### config.mk
export PLATFORM = sky130hd
export DESIGN_NAME = ender_clock
export DESIGN_NICKNAME = d
export VERILOG_FILES = /design/src/rtl/ender_clock_pkg.sv /design/src/rtl/ender_seg7_decoder.sv /design/src/rtl/ender_clock.sv
export SDC_FILE = /design/constraint.sdc
export NUM_CORES = 1
export LEC_CHECK = 0
export ABC_AREA = 1
export CAP_MARGIN = 20
export CORE_UTILIZATION = 63
export DETAILED_ROUTE_END_ITERATION = 12
export PLACE_DENSITY = 0.85
export SLEW_MARGIN = 10
export SYNTH_ARGS = -nofsm -noshare
export SYNTH_HDL_FRONTEND = slang
export SYNTH_HIERARCHICAL = 1
export SYNTH_SLANG_ARGS = --single-unit
### constraint.sdc
create_clock -name clk -period 5.79 [get_ports clk]
set_input_delay 1.158 -clock clk [delete_from_list [all_inputs] [get_ports clk]]
set_output_delay 1.158 -clock clk [all_outputs]
set_load 0.005 [all_outputs]
### src/rtl/ender_clock_pkg.sv
// Shared constants and helpers for the ender_clock 24-hour clock core.
// Time fields are held as packed BCD bytes: tens in [7:4], ones in [3:0].
package ender_clock_pkg;

  localparam int NUM_DIGITS = 6;

  // Field limits in packed BCD, so they compare directly against the counters.
  localparam logic [7:0] SEC_MAX  = 8'h59;
  localparam logic [7:0] MIN_MAX  = 8'h59;
  localparam logic [7:0] HOUR_MAX = 8'h23;

  localparam logic [6:0] SEG_0     = 7'h3F;
  localparam logic [6:0] SEG_1     = 7'h06;
  localparam logic [6:0] SEG_2     = 7'h5B;
  localparam logic [6:0] SEG_3     = 7'h4F;
  localparam logic [6:0] SEG_4     = 7'h66;
  localparam logic [6:0] SEG_5     = 7'h6D;
  localparam logic [6:0] SEG_6     = 7'h7D;
  localparam logic [6:0] SEG_7     = 7'h07;
  localparam logic [6:0] SEG_8     = 7'h7F;
  localparam logic [6:0] SEG_9     = 7'h6F;
  localparam logic [6:0] SEG_BLANK = 7'h00;

  function automatic logic [7:0] bcd_inc(input logic [7:0] val, input logic [7:0] max);
    logic [7:0] res;
    if (val == max) begin
      res = 8'h00;
    end else if (val[3:0] == 4'd9) begin
      res = {val[7:4] + 4'd1, 4'd0};
    end else begin
      res = {val[7:4], val[3:0] + 4'd1};
    end
    return res;
  endfunction

endpackage

### src/rtl/ender_seg7_decoder.sv
// BCD digit to active-high a..g segment pattern; non-decimal codes go blank.
module ender_seg7_decoder
  import ender_clock_pkg::*;
(
  input  logic [3:0] bcd,
  output logic [6:0] seg
);

  // Segment lookup
  always_comb begin
    seg = SEG_BLANK;
    case (bcd)
      4'd0:    seg = SEG_0;
      4'd1:    seg = SEG_1;
      4'd2:    seg = SEG_2;
      4'd3:    seg = SEG_3;
      4'd4:    seg = SEG_4;
      4'd5:    seg = SEG_5;
      4'd6:    seg = SEG_6;
      4'd7:    seg = SEG_7;
      4'd8:    seg = SEG_8;
      4'd9:    seg = SEG_9;
      default: seg = SEG_BLANK;
    endcase
  end

endmodule

### src/rtl/ender_clock.sv
// ender_clock: 24-hour HH:MM:SS clock with set buttons, hold input and a
// multiplexed 6-digit common-cathode 7-segment display.
module ender_clock
  import ender_clock_pkg::*;
#(
  parameter int CLK_HZ   = 50_000_000,
  parameter int SCAN_DIV = 50_000
) (
  input  logic       clk,
  input  logic       rst,
  input  logic       ena,
  input  logic [7:0] ui_in,
  output logic [7:0] uo_out,
  input  logic [7:0] uio_in,
  output logic [7:0] uio_out,
  output logic [7:0] uio_oe
);

  localparam int PW = (CLK_HZ > 1) ? $clog2(CLK_HZ) : 1;
  localparam int SW = (SCAN_DIV > 1) ? $clog2(SCAN_DIV) : 1;
  localparam logic [PW-1:0] PRE_LAST  = PW'(CLK_HZ - 1);
  localparam logic [SW-1:0] SCAN_LAST = SW'(SCAN_DIV - 1);
  localparam logic [2:0]    IDX_LAST  = 3'(NUM_DIGITS - 1);

  logic [3:0]    sync1_r, sync2_r;
  logic [2:0]    prev_r;
  logic [1:0]    warm_r;
  logic [PW-1:0] pres_r, pres_next_s;
  logic [7:0]    sec_r, min_r, hour_r;
  logic [7:0]    sec_next_s, min_next_s, hour_next_s;
  logic [SW-1:0] scan_cnt_r;
  logic [2:0]    scan_idx_r;
  logic [7:0]    uo_out_r, uio_out_r;

  logic       hold_s, armed_s, tick_s;
  logic [2:0] rise_s;
  logic       hour_inc_s, min_inc_s, sec_clr_s;
  logic       sec_carry_s, min_carry_s;
  logic [3:0] digit_s;
  logic       dp_s;
  logic [5:0] sel_s;
  logic [6:0] seg_s;

  logic unused_s;
  assign unused_s = ^{ena, uio_in, ui_in[7:4]};

  // Input synchronizers, edge-detect history and post-reset arming counter
  always_ff @(posedge clk or posedge rst) begin
    if (rst) begin
      sync1_r <= 4'h0;
      sync2_r <= 4'h0;
      prev_r  <= 3'h0;
      warm_r  <= 2'd0;
    end else begin
      sync1_r <= ui_in[3:0];
      sync2_r <= sync1_r;
      prev_r  <= sync2_r[2:0];
      warm_r  <= (warm_r == 2'd3) ? warm_r : warm_r + 2'd1;
    end
  end

  // Edges are only trusted once the synchronizer holds post-reset samples, so a
  // button held through reset release needs a fresh press.
  assign armed_s    = (warm_r == 2'd3);
  assign rise_s     = sync2_r[2:0] & ~prev_r;
  assign hour_inc_s = armed_s & rise_s[0];
  assign min_inc_s  = armed_s & rise_s[1];
  assign sec_clr_s  = armed_s & rise_s[2];
  assign hold_s     = sync2_r[3];
  assign tick_s     = ~hold_s && (pres_r == PRE_LAST);

  // Prescaler and BCD time next-state with button/tick merging
  always_comb begin
    pres_next_s = pres_r;
    sec_next_s  = sec_r;
    min_next_s  = min_r;
    hour_next_s = hour_r;
    sec_carry_s = 1'b0;
    min_carry_s = 1'b0;

    if (sec_clr_s) begin
      pres_next_s = {PW{1'b0}};
      sec_next_s  = 8'h00;
    end else if (tick_s) begin
      pres_next_s = {PW{1'b0}};
      sec_next_s  = bcd_inc(sec_r, SEC_MAX);
      sec_carry_s = (sec_r == SEC_MAX);
    end else if (hold_s) begin
      pres_next_s = pres_r;
    end else begin
      pres_next_s = pres_r + PW'(1'b1);
    end

    // A press and a carry landing together still advance the field only once.
    if (min_inc_s || sec_carry_s) begin
      min_next_s  = bcd_inc(min_r, MIN_MAX);
      min_carry_s = sec_carry_s && (min_r == MIN_MAX);
    end else begin
      min_next_s = min_r;
    end

    if (hour_inc_s || min_carry_s) begin
      hour_next_s = bcd_inc(hour_r, HOUR_MAX);
    end else begin
      hour_next_s = hour_r;
    end
  end

  // Prescaler and time registers
  always_ff @(posedge clk or posedge rst) begin
    if (rst) begin
      pres_r <= {PW{1'b0}};
      sec_r  <= 8'h00;
      min_r  <= 8'h00;
      hour_r <= 8'h00;
    end else begin
      pres_r <= pres_next_s;
      sec_r  <= sec_next_s;
      min_r  <= min_next_s;
      hour_r <= hour_next_s;
    end
  end

  // Display scan counter and digit index
  always_ff @(posedge clk or posedge rst) begin
    if (rst) begin
      scan_cnt_r <= {SW{1'b0}};
      scan_idx_r <= 3'd0;
    end else if (scan_cnt_r == SCAN_LAST) begin
      scan_cnt_r <= {SW{1'b0}};
      scan_idx_r <= (scan_idx_r == IDX_LAST) ? 3'd0 : scan_idx_r + 3'd1;
    end else begin
      scan_cnt_r <= scan_cnt_r + SW'(1'b1);
      scan_idx_r <= scan_idx_r;
    end
  end

  // Digit mux: index 0/1 seconds, 2/3 minutes, 4/5 hours; dp after MM and HH
  always_comb begin
    digit_s = sec_r[3:0];
    dp_s    = 1'b0;
    sel_s   = 6'b000001;
    case (scan_idx_r)
      3'd0: begin digit_s = sec_r[3:0];  sel_s = 6'b000001; end
      3'd1: begin digit_s = sec_r[7:4];  sel_s = 6'b000010; end
      3'd2: begin digit_s = min_r[3:0];  sel_s = 6'b000100; dp_s = 1'b1; end
      3'd3: begin digit_s = min_r[7:4];  sel_s = 6'b001000; end
      3'd4: begin digit_s = hour_r[3:0]; sel_s = 6'b010000; dp_s = 1'b1; end
      3'd5: begin digit_s = hour_r[7:4]; sel_s = 6'b100000; end
      default: begin digit_s = sec_r[3:0]; sel_s = 6'b000001; end
    endcase
  end

  ender_seg7_decoder u_seg7 (
    .bcd (digit_s),
    .seg (seg_s)
  );

  // Registered pin outputs
  always_ff @(posedge clk or posedge rst) begin
    if (rst) begin
      uo_out_r  <= 8'h3F;
      uio_out_r <= 8'h01;
    end else begin
      uo_out_r  <= {dp_s, seg_s};
      uio_out_r <= {1'b0, sec_r[0], sel_s};
    end
  end

  assign uo_out  = uo_out_r;
  assign uio_out = uio_out_r;
  assign uio_oe  = 8'hFF;

endmodule

### Word-level counts from Yosys, hierarchy flattened

Memory sizes are Yosys's and may differ from the RTL's. A register that Yosys moved wholly into a read port is not among the register bits.
Index checks and enable logic that the tools add are counted.
Widths: inputs -> output; s select.

* word-level logic and storage cells: 78
* memories: 1
* input port bits: 19
* flip-flop bits (word level): 97
* ROM bits: 112
* output and inout port bits: 24

Memory list
* (name not given): depth 16, width 7, read ports 1, clocked after memory_dff 1, wr ports 0, RTL line ender_seg7_decoder.sv:12 `case (bcd)`

* reductions and logical operators: 12
* equality and inequality tests: 15
* add/subtract/negate cells: 10
* multiplexer cells: 19
* bitwise gates (word level): 6

Operator list (number)
* $mux 26: 3
* $mux 8: 8
* $pmux 6 s5: 1
* $add 26x1->26 const B: 1
* $eq 26x26->1 const B: 1
* $add 4x1->4 const B: 6
* $pmux 4 s5: 1
* $add 16x1->16 const B: 1
* $eq 16x16->1 const B: 1
* $eq 8x7->1 const B: 2
* $mux 16: 1
* $eq 4x4->1 const B: 3
* $eq 8x6->1 const B: 1
* $eq 3x2->1 const B: 2
* $eq 3x3->1 const B: 2
* $reduce_and 2->1: 3
* $reduce_bool 2->1: 3
* $mux 1: 4
* $add 3x1->3 const B: 1
* $and 1x1->1: 3
* $and 3x3->3: 1
* $eq 3x1->1 const B: 1
* $mux 3: 1
* $ne 3x1->1 const B: 1
* other kinds (8): 10

### Longest topological paths before layout

Gate-level depths: netlist of the first run.

* depth in word-level cells: 8
* depth in mapped cells: 15
* gate-level depth less buffers: 15

### Modules after synthesis

Netlist of the first run, hierarchy kept.

Modules (own cells, without submodules)
* ender_clock: cells an instance 638, instances 1, seq. area each 2436.1 sq um, area an instance 5171.2 sq um
* ender_seg7_decoder: cells an instance 39, instances 1, seq. area each 0.0 sq um, area an instance 210.2 sq um

### Worst setup path before layout of the first run

Ideal clock, no wire load.

* path kind: flip-flop to flip-flop
* from: register scan_idx_r[0]
* to: register uo_out_r[3], in the netlist uo_out[3]
* period minus slack after synthesis: 1908 ps
* setup time: 78 ps
* stages on the path, launching flop included: 14
* buffers on the path: 0
* path slack: 3882 ps
* required time: 5712 ps
* arrival: 1830 ps
* cells stage by stage: dfrtp_1 inv_1 nand3_1 inv_1 or2_2 nor3_4 nand2_1 nand2_1 inv_1 ha_1 nand2_1 nand2_1 nand2_1 nand2_1

* cells in the longest elaborated chain, start to end: 2
* elaborated cells between the ends (all ways): 6
* classes of those cells: eq/ne: 5; mux: 1

Ends and longest elaborated chain
* start, declared: RTL line ender_clock.sv:32 `logic [2:0] scan_idx_r;`
* start signal, assigned: RTL line ender_clock.sv:131 `scan_idx_r <= (scan_idx_r == IDX_LAST) ? 3'd0 : scan_idx_r + 3'd1;`
* start signal, assigned: RTL line ender_clock.sv:134 `scan_idx_r <= scan_idx_r;`
* $eq 3x3->1 (tied with other cells): RTL line ender_clock.sv:143 `case (scan_idx_r)`
* $pmux 4 s5 (*): RTL line ender_clock.sv:143
* named net digit_s[1]: RTL line ender_clock.sv:39 `logic [3:0] digit_s;`
* end, declared: RTL line ender_clock.sv:33 `logic [7:0] uo_out_r, uio_out_r;`

Mark *: on every way through the listed nets, which the timed path passes. The rest lies on a longest branch.
A chain may end at the register's enable or synchronous reset.

### Worst setup path in the final report of the first run

* from: register uo_out_r[5], in the netlist uo_out[5]
* to: output port uo_out[5]

RTL lines
* end, declared: RTL line ender_clock.sv:13 `output logic [7:0] uo_out,`

No word-level cell between the ends.

==> metrics.csv, run 1 <==
metric;value;unit
status;finished clean;
# Post-CTS Setup Buffers;0;
pin count of the biggest net entering global routing;53;
clock power share;31.2;%
critical path fanouts, max;1;
main flop type after synthesis;dfrtp_1;
Setup TNS;0;ps
CTS Sinks;97;
PostCTS Resize Cnt;0;
fin. max-slew vios;0;
CTS tree;done;
P_sw;0.000404;W
Syn-to-layout area delta;8.32;%
die width;94.4;um
share of the synthesized area in the top cell type;41.9;%
Clock Latency Late Sink;370;ps
max_slew headroom;55.0;%
Mapped Avg Cell Area;7.95;sq um
gr usage total;26.6;%
Combinational Power Share;11.6;%
Tmin final;2540;ps
DP Area;0.00565;sq mm
CP bufs+invs;1;
endpoint class of the critical path;primary output;
FFs w/ async S/R, synth;100;%
LEAKAGE;2.81;nW
design area;0.00583;sq mm
worst slack at placement;3080;ps
number of synthesized flops with an enable pin;0;
peak supply drop;0.206;mV
I/O pin count;43;
Worst setup endpoint;uo_out[5];
initial antenna violation count;0;
GPL Wtd Cong;0.896;
CP startpoint kind;flip-flop;
slowest cell on the critical path;dfstp_2;
total inserted antenna cells;0;
share of the yosys chip area belonging to registers;45.3;%
Core Footprint;0.00826;sq mm
CTS clock-pin slew for the worst setup and hold paths;100;ps
hold buffer count at cts;0;
Final Setup Violations;0;
clock root buffer;clkbuf_8;
Worst Setup SP;uo_out[5];
WS Path Type;flip-flop to primary output;
Sw Ratio;30.0;%
final wirelength;10600;um
P_int;0.000943;W
Cell variety after synth;40;
Detailed Routing Iterations Pass 1;5;
clk_skew;11.4;ps
post-synthesis register bit count;97;
CTS Buf Count;9;
CP Depth;1;
drt drc;0;
worst reg2reg path endpoint;uo_out[3];
reg2reg setup slack;3420;ps
chip height;94.4;um
initial core utilization;65.2;%
fraction of layout cells with a size suffix above 1;9.34;%
final worst-path cycle share;43.9;%
Vias;4470;
H-tree Lvls;3;
gr ovfl total;0;
Synth area leader;dfrtp_1;
depth of the most critical reg-to-reg path;12;
pin slew with the least headroom to its limit;670;ps
# rows;33;
fmax;0.393;GHz
Syn Inst Count;677;
half-perimeter wire length after placement;7710;um
CP peak stage delay;530;ps
critical path's top delay family;flip-flops;
first-pass GRT wire length;18500;um
Required @ worst endpoint;4630;ps
IO Port Bufs;20;
Reg2Reg Launch Point;scan_idx_r[1];
final net count;743;
Area contributors post-synth;dfrtp_1 42%, nand2_1 11%, nor2_1 6.6%, inv_1 5.9%, ha_1 5.1%;
Worst Hold Class;flip-flop to flip-flop;
number of global-route vias before repair;4210;
Max-cap violations;0;
RSZ-0062 raised after global routing;no;
Power per Cell Area;231;mW/mm^2
Data arrival, critical path;1380;ps
DRT antenna net count;0;
register share of total power;57.1;%
Mapped Area;0.00538;sq mm
yosys warns;6;
Hold Fails Final Rpt;0;
via/cell ratio;5.50;
Routed WL per cell;13.1;um
die footprint;0.00892;sq mm
worst-path cell chain;clkdlybuf4s50_1;
Setup WS post-layout;3250;ps
Max Root-Sink Buffers;2;
DR iter-0 viols;359;
## flip-flops by register name, indices dropped and copies added (netlist names)
name	cells
uio_out	7
sec_r	8
scan_cnt_r	16
min_r	8
hour_r	8
sync1_r	4
warm_r	2
scan_idx_r	3
sync2_r	4
uo_out	8
prev_r	3
pres_r	26
## layer usage
metal	wire length, um	GRT usage, %	up-vias
li1	-	-	2188
met1	4840	34.9	2122
met2	5000	43.5	131
met3	567	5.96	29
met4	202	8.97	0
met5	0	0	-
## synth_stat cells, types with 6 or more instances
library cell	number
o21ai_0	22
buf_4	9
nand2_2	10
nor3_1	16
a21oi_1	16
ha_1	22
nand2_1	157
xor2_1	16
inv_2	7
inv_1	85
nand4_1	14
nor2_2	6
dfrtp_1	90
dfstp_2	7
nor2_1	95
nand3_1	47
## worst min-delay path by stage
stage                from          to  slack [ps]  cells after the start
3_5_place_dp   sync1_r[3]  sync2_r[3]         340                      0
2_1_floorplan  sync1_r[0]  sync2_r[0]         330                      0
6_report       sync1_r[0]  sync2_r[0]         360                      0
5_1_grt        sync1_r[3]  sync2_r[3]         370                      0
3_3_place_gp   sync1_r[2]  sync2_r[2]         330                      0
4_1_cts        sync1_r[3]  sync2_r[3]         360                      0
## layout by cell type, fill, tap and decap left out, types with 4 or more instances in the layout
cell and n:
nor2_1 95, inv_2 7, clkdlybuf4s50_1 20, a211oi_1 4, inv_1 84, xnor2_1 5, nor2_2 6, nand2_2 10
conb_1 9, nor4_1 5, o21ai_1 5, nand4_1 14, o22ai_1 4, o21ai_0 22, ha_1 22, clkbuf_8 9
dfstp_2 7, nand3_1 47, nand3b_1 4, xor2_1 16, dfrtp_1 90, nand2_1 157, a21oi_1 16, nor3_1 16
## stage by stage
stage | std cells | utilization (%) | hold WS, ps | total power, W
2_1_floorplan | 684 | - | 331 | 0.000899
3_3_place_gp | 796 | 68.4 | 333 | 0.000926
3_5_place_dp | 796 | 68.4 | 338 | 0.000938
4_1_cts | 812 | 70.6 | 362 | 0.00136
5_1_grt | 812 | 70.6 | 372 | 0.00142
6_report | 812 | 70.6 | 358 | 0.00135
## power by group through the flow
stage	Clock (W)	Sequential [W]	Combinational, W
5_1_grt	0.000456	0.000777	0.000185
3_5_place_dp	0	0.000782	0.000156
4_1_cts	0.000429	0.000769	0.000158
2_1_floorplan	0	0.000766	0.000132
3_3_place_gp	0	0.000779	0.000147
6_report	0.000421	0.000770	0.000157
## cell families after synthesis
group,share of synthesized area (%)
and+or+nand+nor,31.8
buffers and inverters,8.35
DFF,45.3
AOI/OAI and AO/OA,5.74
adders and majority gates,5.12
xor gates and xnor gates,3.42
other,0.140
muxes,0.209
## final cells by class
class,instances,area [sq um]
multi-input cells,481,2520
flip-flops and latches,97,2440
fillers,639,2430
inverters,92,348
repair buffers,21,208
well taps,105,131
clock buffers,9,124
clock inverters,7,60.1
Note: power is estimated with default switching activity, not from simulation.
==> run 2: changes to the inputs <==
Settings changed: CORE_UTILIZATION 63 to 59, PLACE_DENSITY 0.85 to 0.81.
Clock period 5.79 ns to 2.4 ns, I/O delays scaled along.
==> run 2 against run 1 <==
  * Count of clock-buffer cells in the layout up 1
  * Power rose to 2.5 times the previous value
  * Sequential share of layout area down 0.74 points
  * Clock skew barely moved
  * Critical path type is now flip-flop to flip-flop
==> metrics.csv, run 2 (synthesized netlist as in run 1, its figures left out) <==
metric;value;unit
H-tree Lvls;3;
die width;97.5;um
first-pass GRT wire length;18600;um
status;finished clean;
die footprint;0.00951;sq mm
CTS Sinks;97;
peak supply drop;0.387;mV
WS Path Type;flip-flop to flip-flop;
Hold Fails Final Rpt;0;
initial core utilization;61.4;%
final worst-path cycle share;94.8;%
max reg flops;26;
CP bufs+invs;3;
LEAKAGE;2.86;nW
hold buffer count at cts;0;
Clock Latency Late Sink;380;ps
Detailed Routing Iterations Pass 1;4;
critical path's top delay family;simple AND/OR/NAND/NOR gates;
Routed met2 length;5170;um
GPL Wtd Cong;0.906;
design area;0.00593;sq mm
final net count;748;
met1 wire length;4870;um
Required @ worst endpoint;2720;ps
Power per Cell Area;571;mW/mm^2
Routed WL per cell;13.1;um
CTS tree;done;
Core Footprint;0.00876;sq mm
gr usage total;24.3;%
chip height;97.5;um
fmax;0.440;GHz
number of global-route vias before repair;4156;
Finished Layout Cells;820;
DRT antenna net count;0;
commonest non-fill, non-tap cell in the layout;nand2_1;
final core utilization;67.7;%
clk_skew;11.0;ps
CP peak stage delay;430;ps
Setup WS post-layout;126;ps
endpoint class of the critical path;flip-flop;
I/O pin count;43;
DR iter-0 viols;275;
Final Setup Violations;0;
clock root buffer;clkbuf_8;
pin count of the biggest net entering global routing;47;
max_slew headroom;65.5;%
final wirelength;10700;um
pin slew with the least headroom to its limit;517;ps
Placed Cells incl. Taps;804;
CP startpoint kind;flip-flop;
gr ovfl total;0;
fin. max-slew vios;0;
via/cell ratio;5.33;
top sig layer;met4;
Tmin final;2270;ps
Data arrival, critical path;2590;ps
DP Area;0.00571;sq mm
Max Root-Sink Buffers;2;
Vias;4370;
CTS clock-pin slew for the worst setup and hold paths;100;ps
worst-path cell chain;inv_1 > nand3_1 > inv_1 > or2_2 > nor3_4 > nand2_1 > nand4_1 > inv_1 > ha_1 > nand2_1 > nand2_1 > nand2_1 > nand2_1;
Max-cap violations;0;
IO Port Bufs;20;
Worst Hold Class;flip-flop to flip-flop;
drt drc;0;
initial antenna violation count;0;
Syn-to-layout area delta;10.3;%
fraction of layout cells with a size suffix above 1;10.3;%
WL met3;401;um
Reg with most FFs;pres_r;
total inserted antenna cells;0;
# rows;34;
slowest cell on the critical path;dfrtp_1;
worst slack at placement;206;ps
most frequent cells in the layout;156 x nand2_1, 94 x nor2_1, 90 x dfrtp_1;
CP most frequent cell;nand2_1;
CTS Buf Count;9;
critical path fanouts, max;5;
Top Registers;pres_r (26), scan_cnt_r (16);
half-perimeter wire length after placement;7830;um
-- run 2: cell count changes in the layout (fill, tap and decap cells not counted), moves of 2 or more --
cell      change
inv_6         -3
buf_4         +3
buf_12        +2
clkinv_4      +2
-- run 2: path summary, 6_finish.rpt --
check	startpoint	end	slack (ps)	depth (start not counted)
max in group asynchronous	rst	uo_out[4]	1450	3
min in group asynchronous	rst	scan_cnt_r[9]	390	2
hold reg to reg	sync1_r[2]	sync2_r[2]	340	0
hold / removal	sync1_r[2]	sync2_r[2]	340	0
setup reg to reg	scan_idx_r[0]	uo_out[3]	130	13
setup / recovery	scan_idx_r[0]	uo_out[3]	130	13
-- run 2: worst register-to-register path, delay by kind of cell, from the launching register on --
kind | cells | cell delay (ps)
fa+ha+maj | 1 | 310
buf+inv | 3 | 330
flops | 1 | 430
simple gates | 9 | 1150
-- run 2: layout make-up --
| class | instances | area (sq um) |
|---|---|---|
| Multi-Input combinational cell | 481 | 2530 |
| Fill cell | 719 | 2830 |
| Sequential cell | 97 | 2440 |
| Timing Repair Buffer | 26 | 270 |
| Clock buffer | 10 | 138 |
| Clock inverter | 6 | 78.8 |
| Inverter | 92 | 349 |
| Tap cell | 108 | 135 |
-- run 2: power breakdown --
part	internal (W)	switching, W	total [W]	leakage, nW
combinational	0.000158	0.000230	0.000388	1.50
clock	0.000522	0.000619	0.00114	0.101
sequential	0.00173	0.000130	0.00186	1.26
-- run 2: what timing repair did --
action,CTS,global route
endpoints found under the hold margin,0,0
endpoints found under the setup margin,0,1
buffers inserted,0,0
resized for setup,0,2
-- run 2: metal layers --
layer | up-vias | GRT usage, %
li1 | 2187 | -
met1 | 2047 | 31.6
met2 | 112 | 40.1
met3 | 24 | 3.31
met4 | 0 | 11.7
met5 | - | 0
-- run 2: through the flow --
step | TNS (ps) | total power, W | hold WS [ps]
after floorplan | 0 | 0.00217 | 331
after global placement | 0 | 0.00225 | 334
after detailed placement | 0 | 0.00227 | 336
after CTS | 0 | 0.00341 | 343
after global routing | -0.659 | 0.00356 | 348
final | 0 | 0.00339 | 342
==> edit (settings of run 2) <==
The package constant `MIN_MAX` goes from 8'h59 to 8'h42.
--- a/src/rtl/ender_clock_pkg.sv
+++ b/src/rtl/ender_clock_pkg.sv
@@ -7,5 +7,5 @@
   // Field limits in packed BCD, so they compare directly against the counters.
   localparam logic [7:0] SEC_MAX  = 8'h59;
-  localparam logic [7:0] MIN_MAX  = 8'h59;
+  localparam logic [7:0] MIN_MAX  = 8'h42;
   localparam logic [7:0] HOUR_MAX = 8'h23;
 
Check against the original RTL: same outputs for any inputs over 10 cycles, from zero or initial values and one cycle with rst high; that may be too few to reach the edited logic, so the function may still have changed.
==> edit against run 2 <==
Fmax is 1.5% higher. Area after synthesis is 0.98% lower. Power is 1.2% lower. Count of clock-buffer cells in the layout is 1 lower. Final area is 1.1% lower. Routed wire length is 2.7% lower. Sequential share of layout area is 0.46 points higher. Sequential cell count stayed put. Critical path depth stayed put. Worst setup slack better by 0.034 ns. Critical path type unchanged.
==> edit: results (changes against run 2) <==
| Metric | Value |
|---|---|
| Status | finished clean |
| Worst vdd ir | 0.413 mV (+6.6%) |
| Critical Path AT | 2.53 ns (-0.06 ns) |
| Inverters | 94 (+2.2%) |
| #MultiIn Comb | 475 (-1.2%) |
| Synth area leaders | dfrtp_1, nand2_1, inv_1 |
| DR vias/cell | 5.41 (+1.5%) |
| Compound-Gate Fraction of Synth Area | 6.36% (+0.62 points) |
| CP peak stage delay | 0.41 ns (-0.02 ns) |
| Share of cells above drive strength 1 | 8.47% (-1.8 points) |
| Met1 GRT Util | 31.8% (+0.13 points) |
| 1st-iter DRT viols | 289 (+5.1%) |
| Routed length on met3 | 612 µm (+53%) |
| Lkg Pwr | 2.88 nW (+0.74%) |
| Synth Area in Adders | 4.70% (-0.42 points) |
| Met2 Wirelength | 5110 µm (-1.2%) |
| Pin count of the biggest net entering global routing | 55 (+17%) |
| Met3 usage | 3.76% (+0.45 points) |
| Clk_skew | 0.0158 ns (+0.00481 ns) |
| Slew at the pin closest to its max-slew limit | 0.527 ns (+0.00943 ns) |
| Number of global-route vias before repair | 4264 (+2.6%) |
| XOR/XNOR Fraction of Synth Area | 2.96% (-0.46 points) |
| Hold slack | 0.360 ns (+0.0172 ns) |
| Non-clk buf share | 4.61% (+0.051 points) |
| Wire length on met1 | 4570 µm (-6.1%) |
| Clk_lat worst skew | 0.36 ns (-0.02 ns) |
| M2 GR Usage | 39.9% (-0.20 points) |
| Seq/Total Area, Yosys | 45.7% (+0.45 points) |
| Mux share of post-synthesis cell area | 0.211% (+0.0021 points) |
| DR pass1 iterations | 5 (+1) |
| ClkCell Share | 3.52% (-0.13 points) |
| Most frequent cells after synthesis | nand2_1, dfrtp_1, inv_1, nor2_1, nand3_1 |
| Library cells used by synthesis | 42 (+5.0%) |
| Switching share of power | 28.5% (-0.33 points) |
| First-pass GRT wire length | 18700 µm (+0.14%) |
| Total track usage | 23.9% (-0.38 points) |
| Drt total wl | 10400 µm (-2.7%) |
==> edit: power by group through the flow <==
stage / clock network, W / logic (W) / registers, W
2_1_floorplan: 0 / 0.000296 / 0.00184
3_3_place_gp: 0 / 0.000379 / 0.00186
3_5_place_dp: 0 / 0.000404 / 0.00187
4_1_cts: 0.00114 / 0.000407 / 0.00183
5_1_grt: 0.00121 / 0.000467 / 0.00185
6_report: 0.00111 / 0.000404 / 0.00184
==> edit: stage by stage <==
stage	instance area [µm²]	utilization, %	worst slack (ns)	std cells
floorplan	5360	-	0.460	680
global placement	5650	64.7	0.275	798
detailed placement	5650	64.7	0.209	798
CTS	5850	67.1	0.179	814
global route	5870	67.3	-0.0514	816
finish	5870	67.3	0.160	816
==> edit: worst paths after layout <==
kind                              end          start
max                         uo_out[3]  scan_idx_r[0]
min                        sync2_r[1]     sync1_r[1]
max reg2reg                 uo_out[3]  scan_idx_r[0]
min reg2reg                sync2_r[1]     sync1_r[1]
max in group asynchronous   uo_out[4]            rst
min in group asynchronous  sync1_r[2]            rst
